<file path="src/rtl/multdiv_pkg.sv">
// Shared constants, FSM state type and radix-4 Booth digit encoding for the multiply/divide unit.
package multdiv_pkg;

    localparam int unsigned WIDTH      = 32;
    localparam int unsigned MULT_ITERS = WIDTH / 2;
    localparam int unsigned DIV_ITERS  = WIDTH;

    typedef enum logic [1:0] {
        StIdle = 2'd0,
        StMult = 2'd1,
        StDiv  = 2'd2,
        StDone = 2'd3
    } state_e;

    typedef enum logic [2:0] {
        BoothZero,
        BoothP1,
        BoothP2,
        BoothM1,
        BoothM2
    } booth_e;

    // Window is {q[i+1], q[i], q[i-1]} of the multiplier.
    function automatic booth_e booth_decode(input logic [2:0] win);
        booth_e d;
        case (win)
            3'b001, 3'b010: d = BoothP1;
            3'b011:         d = BoothP2;
            3'b100:         d = BoothM2;
            3'b101, 3'b110: d = BoothM1;
            default:        d = BoothZero;
        endcase
        return d;
    endfunction

endpackage

</file>
<file path="src/rtl/multdiv_if.sv">
// Start/operand/result bundle between the execute stage (master) and the multiply/divide unit (slave).
interface multdiv_if;
    import multdiv_pkg::*;

    logic             ctrl_MULT;
    logic             ctrl_DIV;
    logic [WIDTH-1:0] data_operandA;
    logic [WIDTH-1:0] data_operandB;
    logic [WIDTH-1:0] data_result;
    logic             data_exception;
    logic             data_resultRDY;

    modport master (
        output ctrl_MULT, ctrl_DIV, data_operandA, data_operandB,
        input  data_result, data_exception, data_resultRDY
    );

    modport slave (
        input  ctrl_MULT, ctrl_DIV, data_operandA, data_operandB,
        output data_result, data_exception, data_resultRDY
    );

endinterface

</file>
<file path="src/rtl/multdiv_booth_sel.sv">
// Radix-4 Booth addend selector: 3-bit multiplier window -> 0, +/-M or +/-2M, sign-extended to WIDTH+2.
module multdiv_booth_sel
    import multdiv_pkg::*;
(
    input  logic [2:0]       i_window,
    input  logic [WIDTH-1:0] i_mcand,
    output logic [WIDTH+1:0] o_addend
);

    booth_e           w_digit;
    logic [WIDTH+1:0] w_m1;
    logic [WIDTH+1:0] w_m2;

    assign w_digit = booth_decode(i_window);
    assign w_m1    = {{2{i_mcand[WIDTH-1]}}, i_mcand};
    assign w_m2    = {w_m1[WIDTH:0], 1'b0};

    always_comb begin
        o_addend = '0;
        case (w_digit)
            BoothP1: o_addend = w_m1;
            BoothP2: o_addend = w_m2;
            BoothM1: o_addend = -w_m1;
            BoothM2: o_addend = -w_m2;
            default: o_addend = '0;
        endcase
    end

endmodule

</file>
<file path="src/rtl/multdiv_unit.sv">
// Multi-cycle signed multiply (radix-4 Booth) / divide (non-restoring) unit with a one-cycle ready pulse.
module multdiv_unit
    import multdiv_pkg::*;
(
    input  logic     clock,
    input  logic     reset,
    multdiv_if.slave mdu
);

    localparam logic [4:0]       MultLast = 5'(MULT_ITERS - 1);
    localparam logic [4:0]       DivLast  = 5'(DIV_ITERS - 1);
    localparam logic [WIDTH-1:0] MinInt   = {1'b1, {(WIDTH - 1){1'b0}}};

    state_e             r_state;
    state_e             w_state_next;
    logic [4:0]         r_cnt;
    logic               r_is_div;
    logic [2*WIDTH+1:0] r_prod;
    logic [WIDTH-1:0]   r_mcand;
    logic [WIDTH:0]     r_rem;
    logic [WIDTH-1:0]   r_quo;
    logic [WIDTH-1:0]   r_dvsr;
    logic               r_neg;
    logic               r_dz;
    logic               r_ovf;
    logic [WIDTH-1:0]   r_result;
    logic               r_exc;
    logic               r_rdy;

    logic               w_start_mult;
    logic               w_start_div;
    logic [WIDTH+1:0]   w_addend;
    logic [WIDTH+1:0]   w_sum;
    logic [2*WIDTH+1:0] w_prod_nx;
    logic [WIDTH:0]     w_prod_hi;
    logic               w_mult_ovf;
    logic [WIDTH-1:0]   w_abs_a;
    logic [WIDTH-1:0]   w_abs_b;
    logic [WIDTH:0]     w_rem_sh;
    logic [WIDTH:0]     w_rem_nx;
    logic [WIDTH-1:0]   w_quo_fix;

    assign w_start_mult = mdu.ctrl_MULT;
    assign w_start_div  = mdu.ctrl_DIV & ~mdu.ctrl_MULT;

    multdiv_booth_sel u_booth_sel (
        .i_window (r_prod[2:0]),
        .i_mcand  (r_mcand),
        .o_addend (w_addend)
    );

    // Add into the top WIDTH+1 bits (sign-extended), then arithmetic-shift the whole register by two.
    assign w_sum      = {r_prod[2*WIDTH+1], r_prod[2*WIDTH+1:WIDTH+1]} + w_addend;
    assign w_prod_nx  = {w_sum[WIDTH+1], w_sum, r_prod[WIDTH:2]};
    assign w_prod_hi  = r_prod[2*WIDTH:WIDTH];
    assign w_mult_ovf = ~((&w_prod_hi) | ~(|w_prod_hi));

    // |MinInt| wraps to itself, which is correct when read as unsigned.
    assign w_abs_a   = mdu.data_operandA[WIDTH-1] ? -mdu.data_operandA : mdu.data_operandA;
    assign w_abs_b   = mdu.data_operandB[WIDTH-1] ? -mdu.data_operandB : mdu.data_operandB;
    assign w_rem_sh  = {r_rem[WIDTH-1:0], r_quo[WIDTH-1]};
    assign w_rem_nx  = r_rem[WIDTH] ? w_rem_sh + {1'b0, r_dvsr} : w_rem_sh - {1'b0, r_dvsr};
    assign w_quo_fix = r_neg ? -r_quo : r_quo;

    always_ff @(posedge clock or posedge reset) begin
        if (reset) begin
            r_state <= StIdle;
        end else begin
            r_state <= w_state_next;
        end
    end

    // A start pulse restarts from any state, aborting whatever was in flight.
    always_comb begin
        w_state_next = r_state;
        if (w_start_mult) begin
            w_state_next = StMult;
        end else if (w_start_div) begin
            w_state_next = StDiv;
        end else begin
            case (r_state)
                StMult:  if (r_cnt == MultLast) w_state_next = StDone;
                StDiv:   if (r_cnt == DivLast) w_state_next = StDone;
                StDone:  w_state_next = StIdle;
                default: w_state_next = StIdle;
            endcase
        end
    end

    always_ff @(posedge clock or posedge reset) begin
        if (reset) begin
            r_cnt    <= '0;
            r_is_div <= 1'b0;
            r_prod   <= '0;
            r_mcand  <= '0;
            r_rem    <= '0;
            r_quo    <= '0;
            r_dvsr   <= '0;
            r_neg    <= 1'b0;
            r_dz     <= 1'b0;
            r_ovf    <= 1'b0;
            r_result <= '0;
            r_exc    <= 1'b0;
            r_rdy    <= 1'b0;
        end else begin
            r_rdy <= 1'b0;
            if (w_start_mult) begin
                r_cnt    <= '0;
                r_is_div <= 1'b0;
                r_mcand  <= mdu.data_operandA;
                r_prod   <= {{(WIDTH + 1){1'b0}}, mdu.data_operandB, 1'b0};
            end else if (w_start_div) begin
                r_cnt    <= '0;
                r_is_div <= 1'b1;
                r_rem    <= '0;
                r_quo    <= w_abs_a;
                r_dvsr   <= w_abs_b;
                r_neg    <= mdu.data_operandA[WIDTH-1] ^ mdu.data_operandB[WIDTH-1];
                r_dz     <= (mdu.data_operandB == '0);
                r_ovf    <= (mdu.data_operandA == MinInt) && (mdu.data_operandB == '1);
            end else begin
                case (r_state)
                    StMult: begin
                        r_prod <= w_prod_nx;
                        r_cnt  <= r_cnt + 5'd1;
                    end
                    StDiv: begin
                        r_rem <= w_rem_nx;
                        r_quo <= {r_quo[WIDTH-2:0], ~w_rem_nx[WIDTH]};
                        r_cnt <= r_cnt + 5'd1;
                    end
                    StDone: begin
                        r_rdy <= 1'b1;
                        if (r_is_div) begin
                            r_result <= r_dz ? '0 : w_quo_fix;
                            r_exc    <= r_dz | r_ovf;
                        end else begin
                            r_result <= r_prod[WIDTH:1];
                            r_exc    <= w_mult_ovf;
                        end
                    end
                    default: ;
                endcase
            end
        end
    end

    assign mdu.data_result    = r_result;
    assign mdu.data_exception = r_exc;
    assign mdu.data_resultRDY = r_rdy;

endmodule

</file>
<file path="src/flat_wrapper.sv">
// flat-port wrapper written by rule: the top's interface ports become plain ports
module multdiv_unit_flat import multdiv_pkg::*;
  (clock, reset, mdu_ctrl_MULT, mdu_ctrl_DIV, mdu_data_operandA, mdu_data_operandB, mdu_data_result, mdu_data_exception, mdu_data_resultRDY);
  multdiv_if mdu_i ();
  input  logic clock;
  input  logic reset;
  input wire logic [$bits(mdu_i.ctrl_MULT)-1:0] mdu_ctrl_MULT;
  input wire logic [$bits(mdu_i.ctrl_DIV)-1:0] mdu_ctrl_DIV;
  input wire logic [$bits(mdu_i.data_operandA)-1:0] mdu_data_operandA;
  input wire logic [$bits(mdu_i.data_operandB)-1:0] mdu_data_operandB;
  output wire logic [$bits(mdu_i.data_result)-1:0] mdu_data_result;
  output wire logic [$bits(mdu_i.data_exception)-1:0] mdu_data_exception;
  output wire logic [$bits(mdu_i.data_resultRDY)-1:0] mdu_data_resultRDY;
  assign mdu_i.ctrl_MULT = mdu_ctrl_MULT;
  assign mdu_i.ctrl_DIV = mdu_ctrl_DIV;
  assign mdu_i.data_operandA = mdu_data_operandA;
  assign mdu_i.data_operandB = mdu_data_operandB;
  assign mdu_data_result = mdu_i.data_result;
  assign mdu_data_exception = mdu_i.data_exception;
  assign mdu_data_resultRDY = mdu_i.data_resultRDY;
  multdiv_unit u_core (.clock(clock), .reset(reset), .mdu(mdu_i));
endmodule
</file>
<file path="config.mk">
export PLATFORM = sky130hd
export DESIGN_NAME = multdiv_unit_flat
export DESIGN_NICKNAME = d
export VERILOG_FILES = /design/src/rtl/multdiv_pkg.sv /design/src/rtl/multdiv_if.sv /design/src/rtl/multdiv_booth_sel.sv /design/src/rtl/multdiv_unit.sv /design/src/flat_wrapper.sv
export SDC_FILE = /design/constraint.sdc
export NUM_CORES = 1
export LEC_CHECK = 0
export BUFFER_PORTS_ARGS = -buffer_cell sky130_fd_sc_hd__buf_2
export CAP_MARGIN = 0
export CORE_AREA = 2 2 179 225
export CTS_CLUSTER_DIAMETER = 30
export DETAILED_ROUTE_END_ITERATION = 12
export DIE_AREA = 0 0 181 227
export PLACE_DENSITY = 0.66
export SETUP_SLACK_MARGIN = 0.05
export SLEW_MARGIN = 15
export SYNTH_ARGS = -nofsm -noshare
export SYNTH_HDL_FRONTEND = slang
export SYNTH_SLANG_ARGS = --single-unit
</file>
<file path="constraint.sdc">
create_clock -name clock -period 8.8 [get_ports clock]
set_input_delay 1.76 -clock clock [delete_from_list [all_inputs] [get_ports clock]]
set_output_delay 1.76 -clock clock [all_outputs]
set_load 0.02 [all_outputs]
</file>
# Word-level counts from Yosys, hierarchy flattened

Cells that the tools add are included.

Multiplexer cells: 29
$add $sub $neg: 9
Bitwise logic cells: 9
Reductions and logical operators: 16
Eq/ne operators: 20

Operators by type and width:

| operator                                                         | count |
|---|---|
| 32-bit 2-to-1 mux                                                | 7 |
| 66-bit 2-to-1 mux                                                | 3 |
| 34-bit one-hot mux with 4 select lines                           | 1 |
| 33-bit 2-to-1 mux                                                | 3 |
| 32-bit negation                                                  | 3 |
| 34-bit negation                                                  | 2 |
| 32-bit == test (second input constant)                           | 2 |
| 34-bit adder                                                     | 1 |
| 33-bit by 32-bit adder with 33-bit output                        | 1 |
| 33-bit AND reduction                                             | 1 |
| 33-bit OR reduction                                              | 1 |
| 33-bit by 32-bit subtractor with 33-bit output                   | 1 |
| 32-bit zero test                                                 | 1 |
| 5-bit 2-to-1 mux                                                 | 3 |
| 3-bit by 2-bit == test with 1-bit output (second input constant) | 4 |
| 3-bit == test (second input constant)                            | 4 |
| 3-bit one-hot mux with 4 select lines                            | 1 |
| 2-bit 2-to-1 mux                                                 | 4 |
| 4-bit by 2-bit != test with 1-bit output (second input constant) | 2 |
| 2-bit AND reduction                                              | 4 |
| 3-bit by 1-bit == test with 1-bit output (second input constant) | 2 |
| 1-bit 2-to-1 mux                                                 | 6 |
| 2-bit nonzero test                                               | 3 |
| 2-bit OR reduction                                               | 3 |
| other kinds (14)                                                 | 20 |

Flip-flop bits (word level): 240
Word-level logic and storage cells: 97

# Depth between registers and ports, before layout

Gate-level depths: netlist of the first run.

Depth in word-level cells: 9
Depth in mapped cells: 22
Depth with buffers taken out: 22

# Hierarchy

Synthesis of the first run repeated with hierarchy kept, for this count alone.

Cell total of the unflattened synthesis: 2100
Area, all modules: 17680.7 um^2

By module, submodules not included:

| module            | seq. area each (um^2) | area an instance (um^2) | times used | cells an instance |
|---|---|---|---|---|
| multdiv_unit      | 5980.7                | 15889.0                 | 1          | 1803 |
| multdiv_booth_sel | 0.0                   | 1791.7                  | 1          | 297 |

# Worst setup path after synthesis of the first run

No wires, ideal clock.

Path kind: register to register
Start point: reg u_core.r_mcand[0]
End point: reg u_core.r_prod[64]
Data required time: 8.675 ns
Cell stages (with the launch flop): 23
Path slack: 3.791 ns
Arrival time: 4.885 ns
Buffers on the path: 0
Period minus slack after synthesis: 5.009 ns
Cells stage by stage: dfrtp_1 > inv_1 > ha_1 > or3b_2 > nor2_1 > nand2_1 > or2_2 > or3_1 > nand2_1 > xnor2_1 > a221oi_1 > a21oi_1 > ha_1 > a21o_1 > a21oi_1 > nor2_1 > nor2_1 > a311oi_1 > o31ai_1 > or4b_2 > a221oi_1 > o22ai_1 > mux2_2

Word-level cells in the longest chain between the ends: 6
Elaborated cells on any way between the ends: 7
Classes of those cells: add/sub (3); mux (4)

RTL lines:

| what                                       | RTL line                                         | RTL |
|---|---|---|
| start: declaration                         | multdiv_unit.sv:19                               | `logic [WIDTH-1:0] r_mcand;` |
| start signal: assignment                   | multdiv_unit.sv:110                              | `r_mcand <= mdu.data_operandA;` |
| 34-bit negation (on tied branches)         | multdiv_booth_sel.sv:23, multdiv_booth_sel.sv:24 |  |
| 34-bit one-hot mux with 4 select lines (*) | multdiv_booth_sel.sv:20                          | `case (w_digit)` |
| 34-bit adder (*)                           | multdiv_unit.sv:53                               | `assign w_sum = {r_prod[2*WIDTH+1], r_prod[2*WIDTH+1:WIDTH+1]} + w_addend;` |
| 66-bit 2-to-1 mux (*)                      | multdiv_unit.sv:122                              | `case (r_state)` |
| 66-bit 2-to-1 mux (*)                      | multdiv_unit.sv:112                              | `end else if (w_start_div) begin` |
| 66-bit 2-to-1 mux (*)                      | multdiv_unit.sv:107                              | `if (w_start_mult) begin` |
| end signal: assignment                     | multdiv_unit.sv:111                              | `r_prod <= {{(WIDTH + 1){1'b0}}, mdu.data_operandB, 1'b0};` |
| end signal: assignment                     | multdiv_unit.sv:124                              | `r_prod <= w_prod_nx;` |
| end: declaration                           | multdiv_unit.sv:18                               | `logic [2*WIDTH+1:0] r_prod;` |

Every way passes the cells marked *; elsewhere a longest branch is shown, timed or not. The select of a mux whose other input is x is not followed.
A chain may end at the register's enable or synchronous reset.

# Final worst setup path of the first run

Same ends and word-level chain as after synthesis.

==> flow_metrics.env, run 1 <==
export IMPL_grt_setup_unrepaired="no"
export IMPL_seqCellArea_um2=5980
export IMPL_total_leakage_power_nw=8.74
export IMPL_async_reset_ff_share_pct=100
export IMPL_worst_path_buf_inv=1
export IMPL_finalClockSkew_ns=0.0565
export IMPL_synth_xor_xnor_area_share_pct=11.3
export IMPL_path_class="flip-flop to flip-flop"
export IMPL_ant_nets=0
export IMPL_multi_input_comb_area_um2=10700
export IMPL_cpPeakStageDelay_ns=0.72
export IMPL_ir_drop_mv=0.162
export IMPL_post_cts_resize_count=0
export IMPL_syn_to_final_growth_pct=15.9
export IMPL_netlist_area_leader_share_pct=34.5
export IMPL_routabilityCongestion=0.962
export IMPL_max_slew_violations=0
export IMPL_dpl_cell_area_um2=18100
export IMPL_fin_setup_tns_ns=0
export IMPL_routed_wire_length_um=50800
export IMPL_power_switching_share_pct=37.4
export IMPL_instances_no_fill=2658
export IMPL_crit_path_frequent_cell="sky130_fd_sc_hd__nor2_1"
export IMPL_synth_top_cells_by_area="sky130_fd_sc_hd__dfrtp_1, sky130_fd_sc_hd__o21ai_0, sky130_fd_sc_hd__nand2_1"
export IMPL_vias=15900
export IMPL_launching_element_type_of_the_critical_path="flip-flop"
export IMPL_power_report_internal_total_w=0.00351
export IMPL_drt_first_iter_violations=1171
export IMPL_grt_start_max_net_pins=114
export IMPL_slowest_stage="sky130_fd_sc_hd__or4b_2"
export IMPL_floorplan_initialDensity_pct=44.5
export IMPL_routedLengthMet1_um=21000
export IMPL_cp_max_fo=7
export IMPL_synth_edf_count=0
export IMPL_grt_remaining_overflow=0
export IMPL_max_cap_viol_count=0
export IMPL_path_cells="inv_1 > ha_1 > or3b_2 > nor2_1 > nand2_1 > or2_2 > or3_1 > nand2_1 > xnor2_1 > a221oi_1 > a21oi_1 > ha_1 > a21o_1 > a21oi_1 > nor2_1 > nor2_1 > a311oi_1 > o31ai_1 > or4b_2 > a221oi_1 > o22ai_1 > mux2_2"
export IMPL_wire_per_inst_um=19.1
export IMPL_cts_max_level=2
export IMPL_run_status="completed"
export IMPL_tritoncts="yes"
export IMPL_required_ns=9.26
export IMPL_wl_met3_um=2890
export IMPL_timing_critical_path_to="u_core.r_prod[64]$_DFFE_PP0P_"
export IMPL_postSynthAreaPerCell_um2=8.40
export IMPL_viasPerCell=5.98
export IMPL_drt_pre_antenna_iters=7
export IMPL_synth_sequential_area_ratio_pct=34.5
export IMPL_hold_path_class="flip-flop to flip-flop"
export IMPL_worst_ep_arrival_time_ns=6.17
export IMPL_wire_length_of_the_first_global_routing_pass_um=81300
export IMPL_comb_power_share_pct=33.8
export IMPL_antenna_found_initial=2
export IMPL_route_top_layer_used="met4"
export IMPL_setup_worst_path_end_class="flip-flop"
export IMPL_startpoint="u_core.r_mcand[0]$_DFFE_PP0P_"
export IMPL_final_design_area_no_fill_um2=20100
export IMPL_slew_headroom_pct=24.1
export IMPL_yosys_area_share_simple_pct=18.9
export IMPL_synth_top_cell_by_area="sky130_fd_sc_hd__dfrtp_1"
export IMPL_synth_fa_ha_area_share_pct=5.80
export IMPL_cp_depth=22
export IMPL_timing_final_hold_violations=0
export IMPL_net_switching_power_w=0.00210
export IMPL_ff2ff_path_depth=22
export IMPL_syn_nets=2207
export IMPL_ctsLongestPathBuffers=3
export IMPL_timing_rr_end="u_core.r_prod[64]$_DFFE_PP0P_"
export IMPL_ios=102
export IMPL_design_core_area_um2=38900
export IMPL_crit_family="simple AND/OR/NAND/NOR gates"
export IMPL_final_nets=2258
export IMPL_cts_inserted_buffers=58
export IMPL_post_route_util_pct=51.6
export IMPL_floorplan_die_width_um=181
export IMPL_all_layer_global_routing_usage_pct=24.6
export IMPL_final_layout_fill_cell_count=3672
export IMPL_insertion_delay_ns=0.62
export IMPL_worstReg2RegStart="u_core.r_mcand[0]$_DFFE_PP0P_"
export IMPL_syn_cell_area_um2=17300
export IMPL_synth_yosys_warnings=0
export IMPL_dieArea_um2=41100
export IMPL_period_minus_slack_ns=5.71
export IMPL_worst_slack_on_hold_paths_ns=0.467
export IMPL_clk_pin_slew_worst_paths_ns=0.05
export IMPL_synth_compound_area_share_pct=21.4
export IMPL_timing_final_setup_violations=0
export IMPL_power_per_cell_area_nw_per_um2=280
export IMPL_grt_pass1_vias=15200
export IMPL_synthCells=2060
export IMPL_synth_area_mux_share_pct=4.28
export IMPL_ys_ff_latch=239
export IMPL_p_seq_share_pct=28.0
export IMPL_floorplan_die_height_um=227
export IMPL_place_port_buffers=101
export IMPL_cts_hold_repair_buffers=0
export IMPL_cts_root_buf="sky130_fd_sc_hd__clkbuf_16"
export IMPL_worstMarginPinSlew_ns=1.14
export IMPL_wl_met2_um=24800
export IMPL_dp_hpwl_um=36500
export IMPL_synth_ff_type="sky130_fd_sc_hd__dfrtp_1"
export IMPL_rrSetupSlack_ns=3.09
export IMPL_fmax_mhz=175
export IMPL_min_period_over_period_pct=64.9
export IMPL_rows=81
export IMPL_synthDistinctLibCells=75
export IMPL_clock_sinks=239
export IMPL_post_cts_buffers=0
export IMPL_power_frac_clock_pct=38.2
export IMPL_post_route_cells_drive_above_1_share_pct=12.9
export IMPL_synth_top_family_by_area="compound AO/OA/AOI/OAI gates"
export IMPL_place_inst=2549
export IMPL_remaining_drc_errors=0
==> worst min-delay path by stage <==
| stage | startpoint | to | slack [ns] | cells past startpoint |
|---|---|---|---|---|
| 4_1_cts | u_core.mdu.data_result[19]$_DFFE_PP0P_ | u_core.mdu.data_result[19]$_DFFE_PP0P_ | 0.48 | 2 |
| 3_5_place_dp | u_core.mdu.data_result[19]$_DFFE_PP0P_ | u_core.mdu.data_result[19]$_DFFE_PP0P_ | 0.46 | 2 |
| 6_report | u_core.mdu.data_result[19]$_DFFE_PP0P_ | u_core.mdu.data_result[19]$_DFFE_PP0P_ | 0.47 | 2 |
| 3_3_place_gp | u_core.r_ovf$_DFFE_PP0P_ | u_core.r_ovf$_DFFE_PP0P_ | 0.46 | 2 |
| 5_1_grt | u_core.mdu.data_result[25]$_DFFE_PP0P_ | u_core.mdu.data_result[25]$_DFFE_PP0P_ | 0.49 | 2 |
| 2_1_floorplan | u_core.r_ovf$_DFFE_PP0P_ | u_core.r_ovf$_DFFE_PP0P_ | 0.44 | 2 |
==> cell families (layout without fill, tap and decap cells) <==
family / after synthesis / after routing
AO/OA/AOI/OAI: 600 / 600
buffers and inverters: 162 / 260
adder cells (fa/ha/maj): 79 / 79
XOR/XNOR: 223 / 223
other: 0 / 2
multiplexers: 70 / 70
AND/OR/NAND/NOR: 687 / 687
flip-flops: 239 / 239
==> cell type report <==
cell class / count / share of cell area (%)
inverters: 36 / 0.711
clock buffers: 69 / 7.69
flip-flops and latches: 239 / 29.8
repair buffers: 117 / 3.13
clock inverters: 38 / 2.29
multi-input cells: 1659 / 53.2
well taps: 498 / 3.11
diodes: 2 / 0.0249
==> power groups by stage <==
stage	sequential (W)	clock [W]	combinational [W]
after CTS	0.00157	0.00218	0.00189
after floorplan	0.00158	0	0.00136
after global routing	0.00161	0.00224	0.00211
final	0.00157	0.00215	0.00190
after global placement	0.00158	0	0.00185
after detailed placement	0.00158	0	0.00188
==> sequential cells by signal, indices dropped and copies added, names as in the netlist <==
name and flops:
u_core.r_quo 32, u_core.r_mcand 32, u_core.r_is_div 1, u_core.r_prod 65, u_core.r_dvsr 32, u_core.mdu.data_resultRDY 1, u_core.r_dz 1, u_core.r_state 2
u_core.mdu.data_result 32, u_core.r_ovf 1, u_core.r_neg 1, u_core.mdu.data_exception 1, u_core.r_rem 33, u_core.r_cnt 5
==> cell usage after synthesis, types with 7 or more instances <==
cell type                  number
sky130_fd_sc_hd__a211oi_1      11
sky130_fd_sc_hd__buf_1          7
sky130_fd_sc_hd__mux2i_1       38
sky130_fd_sc_hd__a21oi_1      103
sky130_fd_sc_hd__ha_1          77
sky130_fd_sc_hd__nand2_1      298
sky130_fd_sc_hd__inv_1         34
sky130_fd_sc_hd__or4_1         11
sky130_fd_sc_hd__dfrtp_1      239
sky130_fd_sc_hd__or3_1         20
sky130_fd_sc_hd__a31oi_1       27
sky130_fd_sc_hd__xor2_1       122
sky130_fd_sc_hd__nor2b_1       20
sky130_fd_sc_hd__nor3_1        59
sky130_fd_sc_hd__o21ai_0      241
sky130_fd_sc_hd__nor2_1       111
sky130_fd_sc_hd__o21ai_1        9
sky130_fd_sc_hd__and3_1        12
sky130_fd_sc_hd__clkbuf_1     110
sky130_fd_sc_hd__o31ai_1       38
sky130_fd_sc_hd__nand4_1       25
sky130_fd_sc_hd__a21o_1        22
sky130_fd_sc_hd__nor4_1        27
sky130_fd_sc_hd__o21bai_1       8
sky130_fd_sc_hd__o41ai_1       12
sky130_fd_sc_hd__and2_1         8
sky130_fd_sc_hd__nand3_1       29
sky130_fd_sc_hd__a221oi_1      21
sky130_fd_sc_hd__a22oi_1       51
sky130_fd_sc_hd__o22ai_1       10
sky130_fd_sc_hd__nand2b_1      37
sky130_fd_sc_hd__mux2_2        32
sky130_fd_sc_hd__xnor2_1      101
==> routing by layer <==
layer / up-vias / global-route usage, %
li1: 7548 / -
met1: 7718 / 30.5
met2: 511 / 42.3
met3: 119 / 4.11
met4: 0 / 11.0
met5: - / 0
==> per-stage QoR <==
| stage | setup slack, ns | power, W |
|---|---|---|
| finish | 3.09 | 0.00561 |
| global placement | 3.38 | 0.00342 |
| global route | 2.60 | 0.00596 |
| floorplan | 0.480 | 0.00294 |
| CTS | 3.15 | 0.00564 |
| detailed placement | 3.21 | 0.00346 |
==> worst reg2reg max path, stage by stage, from the launching register on <==
cell and delay, ns:
sky130_fd_sc_hd__dfrtp_1 0.37, sky130_fd_sc_hd__inv_1 0.11, sky130_fd_sc_hd__ha_1 0.24, sky130_fd_sc_hd__or3b_2 0.52, sky130_fd_sc_hd__nor2_1 0.17, sky130_fd_sc_hd__nand2_1 0.21, sky130_fd_sc_hd__or2_2 0.40, sky130_fd_sc_hd__or3_1 0.36
sky130_fd_sc_hd__nand2_1 0.10, sky130_fd_sc_hd__xnor2_1 0.09, sky130_fd_sc_hd__a221oi_1 0.31, sky130_fd_sc_hd__a21oi_1 0.08, sky130_fd_sc_hd__ha_1 0.38, sky130_fd_sc_hd__a21o_1 0.13, sky130_fd_sc_hd__a21oi_1 0.07, sky130_fd_sc_hd__nor2_1 0.09
sky130_fd_sc_hd__nor2_1 0.07, sky130_fd_sc_hd__a311oi_1 0.21, sky130_fd_sc_hd__o31ai_1 0.23, sky130_fd_sc_hd__or4b_2 0.72, sky130_fd_sc_hd__a221oi_1 0.29, sky130_fd_sc_hd__o22ai_1 0.14, sky130_fd_sc_hd__mux2_2 0.28
==> cells in the final DEF, fill, tap and decap left out, types with 13 or more instances in the layout <==
cell type / count
sky130_fd_sc_hd__a21o_1: 22
sky130_fd_sc_hd__nor4_1: 27
sky130_fd_sc_hd__mux2_2: 32
sky130_fd_sc_hd__dfrtp_1: 239
sky130_fd_sc_hd__or3_1: 20
sky130_fd_sc_hd__o31ai_1: 38
sky130_fd_sc_hd__nor2b_1: 19
sky130_fd_sc_hd__buf_4: 17
sky130_fd_sc_hd__xor2_1: 122
sky130_fd_sc_hd__a21oi_1: 103
sky130_fd_sc_hd__xnor2_1: 101
sky130_fd_sc_hd__nor3_1: 59
sky130_fd_sc_hd__a221oi_1: 21
sky130_fd_sc_hd__nor2_1: 109
sky130_fd_sc_hd__ha_1: 77
sky130_fd_sc_hd__a31oi_1: 27
sky130_fd_sc_hd__inv_1: 33
sky130_fd_sc_hd__nand2_1: 297
sky130_fd_sc_hd__o21ai_0: 241
sky130_fd_sc_hd__mux2i_1: 38
sky130_fd_sc_hd__a22oi_1: 51
sky130_fd_sc_hd__nand4_1: 25
sky130_fd_sc_hd__clkinv_2: 13
sky130_fd_sc_hd__clkbuf_16: 58
sky130_fd_sc_hd__nand3_1: 29
sky130_fd_sc_hd__nand2b_1: 36
sky130_fd_sc_hd__buf_2: 100
Power figures use the tool's default switching activity.
==> inputs of run 2 (changes only) <==
--- a/config.mk
+++ b/config.mk
@@ -5,13 +5,14 @@
 export SDC_FILE = /design/constraint.sdc
 export NUM_CORES = 1
 export LEC_CHECK = 0
+export ABC_AREA = 1
 export BUFFER_PORTS_ARGS = -buffer_cell sky130_fd_sc_hd__buf_2
 export CAP_MARGIN = 0
-export CORE_AREA = 2 2 179 225
+export CORE_AREA = 2 2 186 234
 export CTS_CLUSTER_DIAMETER = 30
 export DETAILED_ROUTE_END_ITERATION = 12
-export DIE_AREA = 0 0 181 227
-export PLACE_DENSITY = 0.66
+export DIE_AREA = 0 0 188 236
+export PLACE_DENSITY = 0.65
 export SETUP_SLACK_MARGIN = 0.05
 export SLEW_MARGIN = 15
 export SYNTH_ARGS = -nofsm -noshare
==> constraint.sdc (replaced) <==
create_clock -name clock -period 5.16 [get_ports clock]
set_input_delay 1.032 -clock clock [delete_from_list [all_inputs] [get_ports clock]]
set_output_delay 1.032 -clock clock [all_outputs]
set_load 0.02 [all_outputs]
==> run 2 against run 1 <==
  * Critical path depth shrank 4
  * Largest power group is now combinational logic
  * Area after synthesis grew 8.2%
  * Combinational power grew to 2.7 times the previous value
  * Critical endpoint is now u_core.r_rem[27]$_DFFE_PP0P_
  * Sequential power grew 83%
==> flow_metrics.env, run 2 <==
export IMPL_power_switching_share_pct=44.8
export IMPL_worstMarginPinSlew_ns=1.09
export IMPL_grt_setup_unrepaired="no"
export IMPL_clock_sinks=239
export IMPL_tritoncts="yes"
export IMPL_period_minus_slack_ns=3.80
export IMPL_synth_yosys_warnings=0
export IMPL_post_cts_resize_count=0
export IMPL_design_power_total_w=0.0119
export IMPL_total_leakage_power_nw=10.3
export IMPL_synth_top_cell_by_area="sky130_fd_sc_hd__dfrtp_1"
export IMPL_synthDistinctLibCells=46
export IMPL_worst_slack_on_hold_paths_ns=0.463
export IMPL_async_reset_ff_share_pct=100
export IMPL_drt_first_iter_violations=1467
export IMPL_net_switching_power_w=0.00535
export IMPL_finalClockSkew_ns=0.0440
export IMPL_power_per_cell_area_nw_per_um2=545
export IMPL_post_route_util_pct=51.7
export IMPL_setup_worst_path_end_class="flip-flop"
export IMPL_fin_setup_tns_ns=0
export IMPL_insertion_delay_ns=0.63
export IMPL_syn_nets=2975
export IMPL_vias=20100
export IMPL_min_period_over_period_pct=73.7
export IMPL_post_route_cells_drive_above_1_share_pct=9.72
export IMPL_syn_to_final_growth_pct=17.2
export IMPL_synthCells=2828
export IMPL_power_report_internal_total_w=0.00660
export IMPL_dieArea_um2=44400
export IMPL_all_layer_global_routing_usage_pct=31.0
export IMPL_most_common_cell_in_the_synthesized_netlist="sky130_fd_sc_hd__nand2_1"
export IMPL_largest_register="u_core.r_prod"
export IMPL_rrSetupSlack_ns=1.36
export IMPL_ff2ff_path_depth=18
export IMPL_startpoint="u_core.r_dvsr[1]$_DFFE_PP0P_"
export IMPL_place_port_buffers=101
export IMPL_timing_final_hold_violations=0
export IMPL_ant_nets=0
export IMPL_syn_cell_area_um2=18700
export IMPL_run_status="completed"
export IMPL_ios=102
export IMPL_worst_ep_arrival_time_ns=4.27
export IMPL_cts_root_buf="sky130_fd_sc_hd__clkbuf_16"
export IMPL_grt_start_max_net_pins=93
export IMPL_worstReg2RegStart="u_core.r_dvsr[1]$_DFFE_PP0P_"
export IMPL_design_core_area_um2=42400
export IMPL_hold_path_class="primary input to async pin"
export IMPL_slew_headroom_pct=26.7
export IMPL_clk_pin_slew_worst_paths_ns=0.05
export IMPL_max_slew_violations=0
export IMPL_antenna_found_initial=6
export IMPL_wire_per_inst_um=19.7
export IMPL_synth_ff_type="sky130_fd_sc_hd__dfrtp_1"
export IMPL_grt_remaining_overflow=0
export IMPL_floorplan_die_height_um=236
export IMPL_remaining_drc_errors=0
export IMPL_final_layout_fill_cell_count=4246
export IMPL_routabilityCongestion=0.963
export IMPL_floorplan_die_width_um=188
export IMPL_grt_pass1_vias=19300
export IMPL_power_frac_clock_pct=32.6
export IMPL_top_regs="u_core.r_prod: 65 flops, u_core.r_rem: 33 flops"
export IMPL_dp_hpwl_um=54000
export IMPL_cts_hold_repair_buffers=0
export IMPL_path_class="flip-flop to flip-flop"
export IMPL_max_cap_viol_count=0
export IMPL_routed_wire_length_um=69700
export IMPL_launching_element_type_of_the_critical_path="flip-flop"
export IMPL_ys_ff_latch=239
export IMPL_timing_final_setup_violations=0
export IMPL_synth_top_cells_by_area="sky130_fd_sc_hd__dfrtp_1, sky130_fd_sc_hd__nand2_1, sky130_fd_sc_hd__nand3_1"
export IMPL_synth_edf_count=0
export IMPL_wire_length_of_the_first_global_routing_pass_um=108000
export IMPL_final_nets=3070
export IMPL_commonest_cells_after_routing_fill_and_taps_aside="sky130_fd_sc_hd__nand2_1, sky130_fd_sc_hd__nor2_1, sky130_fd_sc_hd__inv_1, sky130_fd_sc_hd__nand3_1, sky130_fd_sc_hd__dfrtp_1"
export IMPL_timing_rr_end="u_core.r_rem[27]$_DFFE_PP0P_"
export IMPL_largest_register_ff_count=65
export IMPL_rows=85
export IMPL_required_ns=5.63
export IMPL_p_seq_share_pct=24.1
export IMPL_netlist_area_leader_share_pct=31.9
export IMPL_synth_commonest_cells="sky130_fd_sc_hd__nand2_1, sky130_fd_sc_hd__nor2_1, sky130_fd_sc_hd__inv_1"
export IMPL_layout_commonest_cell="sky130_fd_sc_hd__nand2_1"
export IMPL_cts_max_level=2
export IMPL_cts_inserted_buffers=60
export IMPL_synth_sequential_area_ratio_pct=31.9
export IMPL_ctsLongestPathBuffers=3
export IMPL_ir_drop_mv=0.366
export IMPL_postSynthAreaPerCell_um2=6.62
export IMPL_cp_max_fo=6
export IMPL_viasPerCell=5.68
export IMPL_post_cts_buffers=0
export IMPL_fmax_mhz=263
export IMPL_comb_power_share_pct=43.3
export IMPL_floorplan_initialDensity_pct=44.1
export IMPL_drt_pre_antenna_iters=9
## run 2: changes by cell type after synthesis, sizes merged, moves of 38 or more
cell	before	now
inv	34	301
clkbuf	113	63
nor2	111	320
nand3	30	261
nand2	298	753
mux2i	38	0
xor2	122	78
a21oi	103	195
xnor2	101	7
## run 2: power by group through the flow
stage	combinational [W]	clock [W]	sequential [W]
6_report	0.00518	0.00389	0.00288
3_3_place_gp	0.00507	0	0.00287
3_5_place_dp	0.00511	0	0.00288
4_1_cts	0.00514	0.00395	0.00286
2_1_floorplan	0.00350	0	0.00288
5_1_grt	0.00578	0.00405	0.00293
## run 2: worst max path at each step
stage               slack, ns  cells past startpoint                                    end
floorplan                0.99                      1  u_core.mdu.data_exception$_DFFE_PP0P_
global placement         1.49                     18           u_core.r_rem[27]$_DFFE_PP0P_
detailed placement       1.42                     18           u_core.r_rem[27]$_DFFE_PP0P_
CTS                      1.39                     18           u_core.r_rem[27]$_DFFE_PP0P_
global route             1.00                     19          u_core.r_prod[61]$_DFFE_PP0P_
finish                   1.36                     18           u_core.r_rem[27]$_DFFE_PP0P_
## run 2: routing by layer
layer | global-route usage, % | wire length, µm | vias up
met5 | 0 | 0 | -
met4 | 17.6 | 3940 | 0
met3 | 4.54 | 4350 | 188
met1 | 38.0 | 27700 | 9508
li1 | - | - | 9673
met2 | 52.2 | 33700 | 753
## run 2: layout make-up
cell class / instances / area [µm²] / area share (%)
inverters: 304 / 1140 / 5.22
flip-flops and latches: 239 / 5980 / 27.3
well taps: 565 / 707 / 3.22
clock buffers: 71 / 1640 / 7.49
diodes: 4 / 10.0 / 0.0456
multi-input cells: 2197 / 11300 / 51.4
clock inverters: 42 / 493 / 2.25
repair buffers: 121 / 681 / 3.10
## run 2: cell families (layout without fill, tap and decap cells)
logic type | Yosys count | after routing | share of synthesized area, %
simple gates | 1464 | 1464 | 33.3
compound gates | 569 | 569 | 17.4
buf+inv | 392 | 538 | 7.97
flops | 239 | 239 | 31.9
xor+xnor | 85 | 85 | 3.98
fa+ha+maj | 79 | 79 | 5.36
other cells | 0 | 4 | 0
## run 2: worst max-delay path, cell delays in order (launching register included)
cell and delay, ns:
sky130_fd_sc_hd__dfrtp_1 0.40, sky130_fd_sc_hd__inv_1 0.09, sky130_fd_sc_hd__ha_1 0.18, sky130_fd_sc_hd__nand3_1 0.13
sky130_fd_sc_hd__nor2_1 0.16, sky130_fd_sc_hd__nand2_1 0.12, sky130_fd_sc_hd__nor2_1 0.24, sky130_fd_sc_hd__nand3_1 0.14
sky130_fd_sc_hd__o21ai_1 0.25, sky130_fd_sc_hd__nand2_1 0.10, sky130_fd_sc_hd__xor2_1 0.34, sky130_fd_sc_hd__ha_1 0.39
sky130_fd_sc_hd__a21oi_1 0.22, sky130_fd_sc_hd__o21ai_0 0.20, sky130_fd_sc_hd__o21bai_1 0.20, sky130_fd_sc_hd__a21oi_1 0.22
sky130_fd_sc_hd__nand3b_1 0.12, sky130_fd_sc_hd__nand3_1 0.11, sky130_fd_sc_hd__nand2_1 0.06
## run 2: metrics by stage
stage / instance area, µm² / setup slack (ns) / instances
2_1_floorplan: 18700 / 0.994 / 2828
3_3_place_gp: 19800 / 1.49 / 3426
3_5_place_dp: 19800 / 1.42 / 3426
4_1_cts: 21900 / 1.39 / 3539
5_1_grt: 21900 / 1.00 / 3543
6_report: 21900 / 1.36 / 3543
==> inputs of run 3 (changes only) <==
==> constraint.sdc (replaced) <==
create_clock -name clock -period 3.1 [get_ports clock]
set_input_delay 0.62 -clock clock [delete_from_list [all_inputs] [get_ports clock]]
set_output_delay 0.62 -clock clock [all_outputs]
set_load 0.02 [all_outputs]
==> run 3 against run 2 <==
  * The flow now finishes with violations (setup timing)
  * Utilization increased by 13 points
  * Clock power increased by 80%
  * Die area unchanged
  * Combinational power increased to 2.8 times the previous value
  * Largest power group unchanged
==> flow_metrics.env, run 3 (synthesized netlist as in run 2, its figures left out) <==
export IMPL_ir_drop_mv=0.514
export IMPL_startpoint="u_core.r_mcand[1]$_DFFE_PP0P_"
export IMPL_remaining_drc_errors=0
export IMPL_largest_register="u_core.r_prod"
export IMPL_grt_pass1_vias=22100
export IMPL_power_per_cell_area_nw_per_um2=958
export IMPL_grt_start_max_net_pins=106
export IMPL_fmax_mhz=295
export IMPL_clk_pin_slew_worst_paths_ns=0.04
export IMPL_rows=85
export IMPL_largest_register_ff_count=65
export IMPL_cts_hold_repair_buffers=0
export IMPL_launching_element_type_of_the_critical_path="flip-flop"
export IMPL_finalWorstSetupSlack_ns=-0.286
export IMPL_syn_to_final_growth_pct=47.4
export IMPL_ios=102
export IMPL_wire_length_of_the_first_global_routing_pass_um=118000
export IMPL_tritoncts="yes"
export IMPL_wire_per_inst_um=20.1
export IMPL_cts_max_level=3
export IMPL_run_status="complete, but fails checks"
export IMPL_ant_nets=0
export IMPL_routabilityCongestion=1.00
export IMPL_floorplan_initialDensity_pct=44.1
export IMPL_power_report_internal_total_w=0.0147
export IMPL_worstReg2RegStart="u_core.r_mcand[1]$_DFFE_PP0P_"
export IMPL_worstMarginPinSlew_ns=1.16
export IMPL_cp_max_fo=5
export IMPL_timing_final_hold_violations=0
export IMPL_dieArea_um2=44400
export IMPL_max_slew_violations=0
export IMPL_power_frac_clock_pct=26.5
export IMPL_grt_setup_unrepaired="yes"
export IMPL_post_route_cells_drive_above_1_share_pct=32.6
export IMPL_cts_root_buf="sky130_fd_sc_hd__clkbuf_16"
export IMPL_drt_pre_antenna_iters=7
export IMPL_max_cap_viol_count=0
export IMPL_top_regs="u_core.r_prod: 65 flops, u_core.r_rem: 33 flops"
export IMPL_fin_setup_tns_ns=-4.35
export IMPL_clock_sinks=239
export IMPL_final_nets=3423
export IMPL_drt_first_iter_violations=1668
export IMPL_total_leakage_power_nw=12.8
export IMPL_floorplan_die_width_um=188
export IMPL_layout_commonest_cell="sky130_fd_sc_hd__nand2_1"
export IMPL_finalClockSkew_ns=0.0372
export IMPL_vias=22200
export IMPL_worst_ep_arrival_time_ns=3.90
export IMPL_design_core_area_um2=42400
export IMPL_floorplan_die_height_um=236
export IMPL_commonest_cells_after_routing_fill_and_taps_aside="sky130_fd_sc_hd__nand2_1, sky130_fd_sc_hd__buf_4, sky130_fd_sc_hd__inv_1, sky130_fd_sc_hd__dfrtp_1, sky130_fd_sc_hd__nor2_1"
export IMPL_period_minus_slack_ns=3.39
export IMPL_antenna_found_initial=6
export IMPL_min_period_over_period_pct=109
export IMPL_failed_checks="setup timing"
export IMPL_insertion_delay_ns=0.61
export IMPL_net_switching_power_w=0.0117
export IMPL_slew_headroom_pct=22.3
export IMPL_required_ns=3.61
export IMPL_p_seq_share_pct=18.3
export IMPL_ctsLongestPathBuffers=3
export IMPL_cts_inserted_buffers=66
export IMPL_timing_final_setup_violations=38
export IMPL_all_layer_global_routing_usage_pct=33.8
export IMPL_final_layout_fill_cell_count=3535
export IMPL_routed_wire_length_um=78400
export IMPL_worst_slack_on_hold_paths_ns=0.0610
export IMPL_setup_worst_path_end_class="flip-flop"
export IMPL_place_port_buffers=101
export IMPL_hold_path_class="primary input to async pin"
export IMPL_grt_remaining_overflow=0
export IMPL_comb_power_share_pct=55.2
export IMPL_dp_hpwl_um=56100
export IMPL_design_power_total_w=0.0264
export IMPL_power_switching_share_pct=44.3
export IMPL_path_class="flip-flop to flip-flop"
export IMPL_viasPerCell=5.71
## run 3: changes by cell type in the layout (fill, tap and decap cells not counted), sizes merged
cell,before,now
buf,121,468
clkinvlp,10,6
clkinv,25,23
diode,4,5
clkbuf,71,84
## run 3: critical path, cell delays in order (launching register included)
cell and delay [ns]:
sky130_fd_sc_hd__dfrtp_1 0.39, sky130_fd_sc_hd__inv_2 0.10, sky130_fd_sc_hd__buf_6 0.12, sky130_fd_sc_hd__nand3_4 0.08, sky130_fd_sc_hd__nor3_4 0.25, sky130_fd_sc_hd__nand2_2 0.12, sky130_fd_sc_hd__nor2_4 0.22, sky130_fd_sc_hd__buf_6 0.14
sky130_fd_sc_hd__xor2_1 0.15, sky130_fd_sc_hd__inv_1 0.08, sky130_fd_sc_hd__nand2_1 0.07, sky130_fd_sc_hd__nand3_2 0.12, sky130_fd_sc_hd__ha_4 0.28, sky130_fd_sc_hd__buf_6 0.12, sky130_fd_sc_hd__a21oi_4 0.20, sky130_fd_sc_hd__nand2_2 0.08
sky130_fd_sc_hd__o21bai_2 0.23, sky130_fd_sc_hd__a21oi_2 0.18, sky130_fd_sc_hd__nand2_2 0.11, sky130_fd_sc_hd__nand2_2 0.08, sky130_fd_sc_hd__nand2_2 0.05, sky130_fd_sc_hd__o22ai_2 0.13
## run 3: power by group through the flow
| stage | sequential, W | clock (W) | combinational [W] |
|---|---|---|---|
| final | 0.00483 | 0.00700 | 0.0146 |
| after global routing | 0.00491 | 0.00722 | 0.0157 |
| after CTS | 0.00478 | 0.00704 | 0.0123 |
| after detailed placement | 0.00476 | 0 | 0.0105 |
| after global placement | 0.00475 | 0 | 0.0105 |
| after floorplan | 0.00479 | 0 | 0.00583 |
## run 3: path summary, 6_finish.rpt
kind | end | depth (start not counted) | slack [ns]
setup reg to reg | u_core.r_prod[52]$_DFFE_PP0P_ | 21 | -0.29
min in group clock | u_core.r_mcand[2]$_DFFE_PP0P_ | 3 | 0.33
setup / recovery | u_core.r_prod[52]$_DFFE_PP0P_ | 21 | -0.29
hold / removal | u_core.r_rem[27]$_DFFE_PP0P_ | 2 | 0.06
max in group asynchronous | u_core.mdu.data_result[17]$_DFFE_PP0P_ | 4 | 2.07
hold reg to reg | u_core.mdu.data_result[10]$_DFFE_PP0P_ | 2 | 0.48
## run 3: cell type report
class                      instances  area (µm²)  share of cell area (%)
clock buffer                      84        1830                    6.63
inverter                         304        1150                    4.18
sequential                       239        5980                    21.7
clock inverter                    36         467                    1.69
tap                              565         707                    2.56
multi-input combinational       2197       13900                    50.4
timing repair buffer             468        3550                    12.8
antenna                            5        12.5                  0.0453
## run 3: metrics by stage
stage                     utilization [%]  setup slack, ns  cells  cell area [µm²]
after floorplan                         -           -0.654   2828            18700
after global placement               52.0           -0.375   3714            22100
after detailed placement             52.0           -0.394   3714            22100
after CTS                            61.3           -0.177   3861            26000
after global routing                 65.0           -0.412   3898            27600
final                                65.0           -0.286   3898            27600
## run 3: per-layer routing
layer  share of wire [%]  up-vias  global-route usage [%]
li1                    -    10400                       -
met1                  38    10600                    39.7
met2                  49      955                    57.2
met3                 5.8      290                    4.82
met4                 6.7        0                    22.5
met5                   0        -                       0
## run 3: repair_timing
item | CTS | global route
resized for setup | 343 | 329
setup endpoints to repair | 46 | 52
setup buffers | 27 | 33
pin swaps | 104 | 189
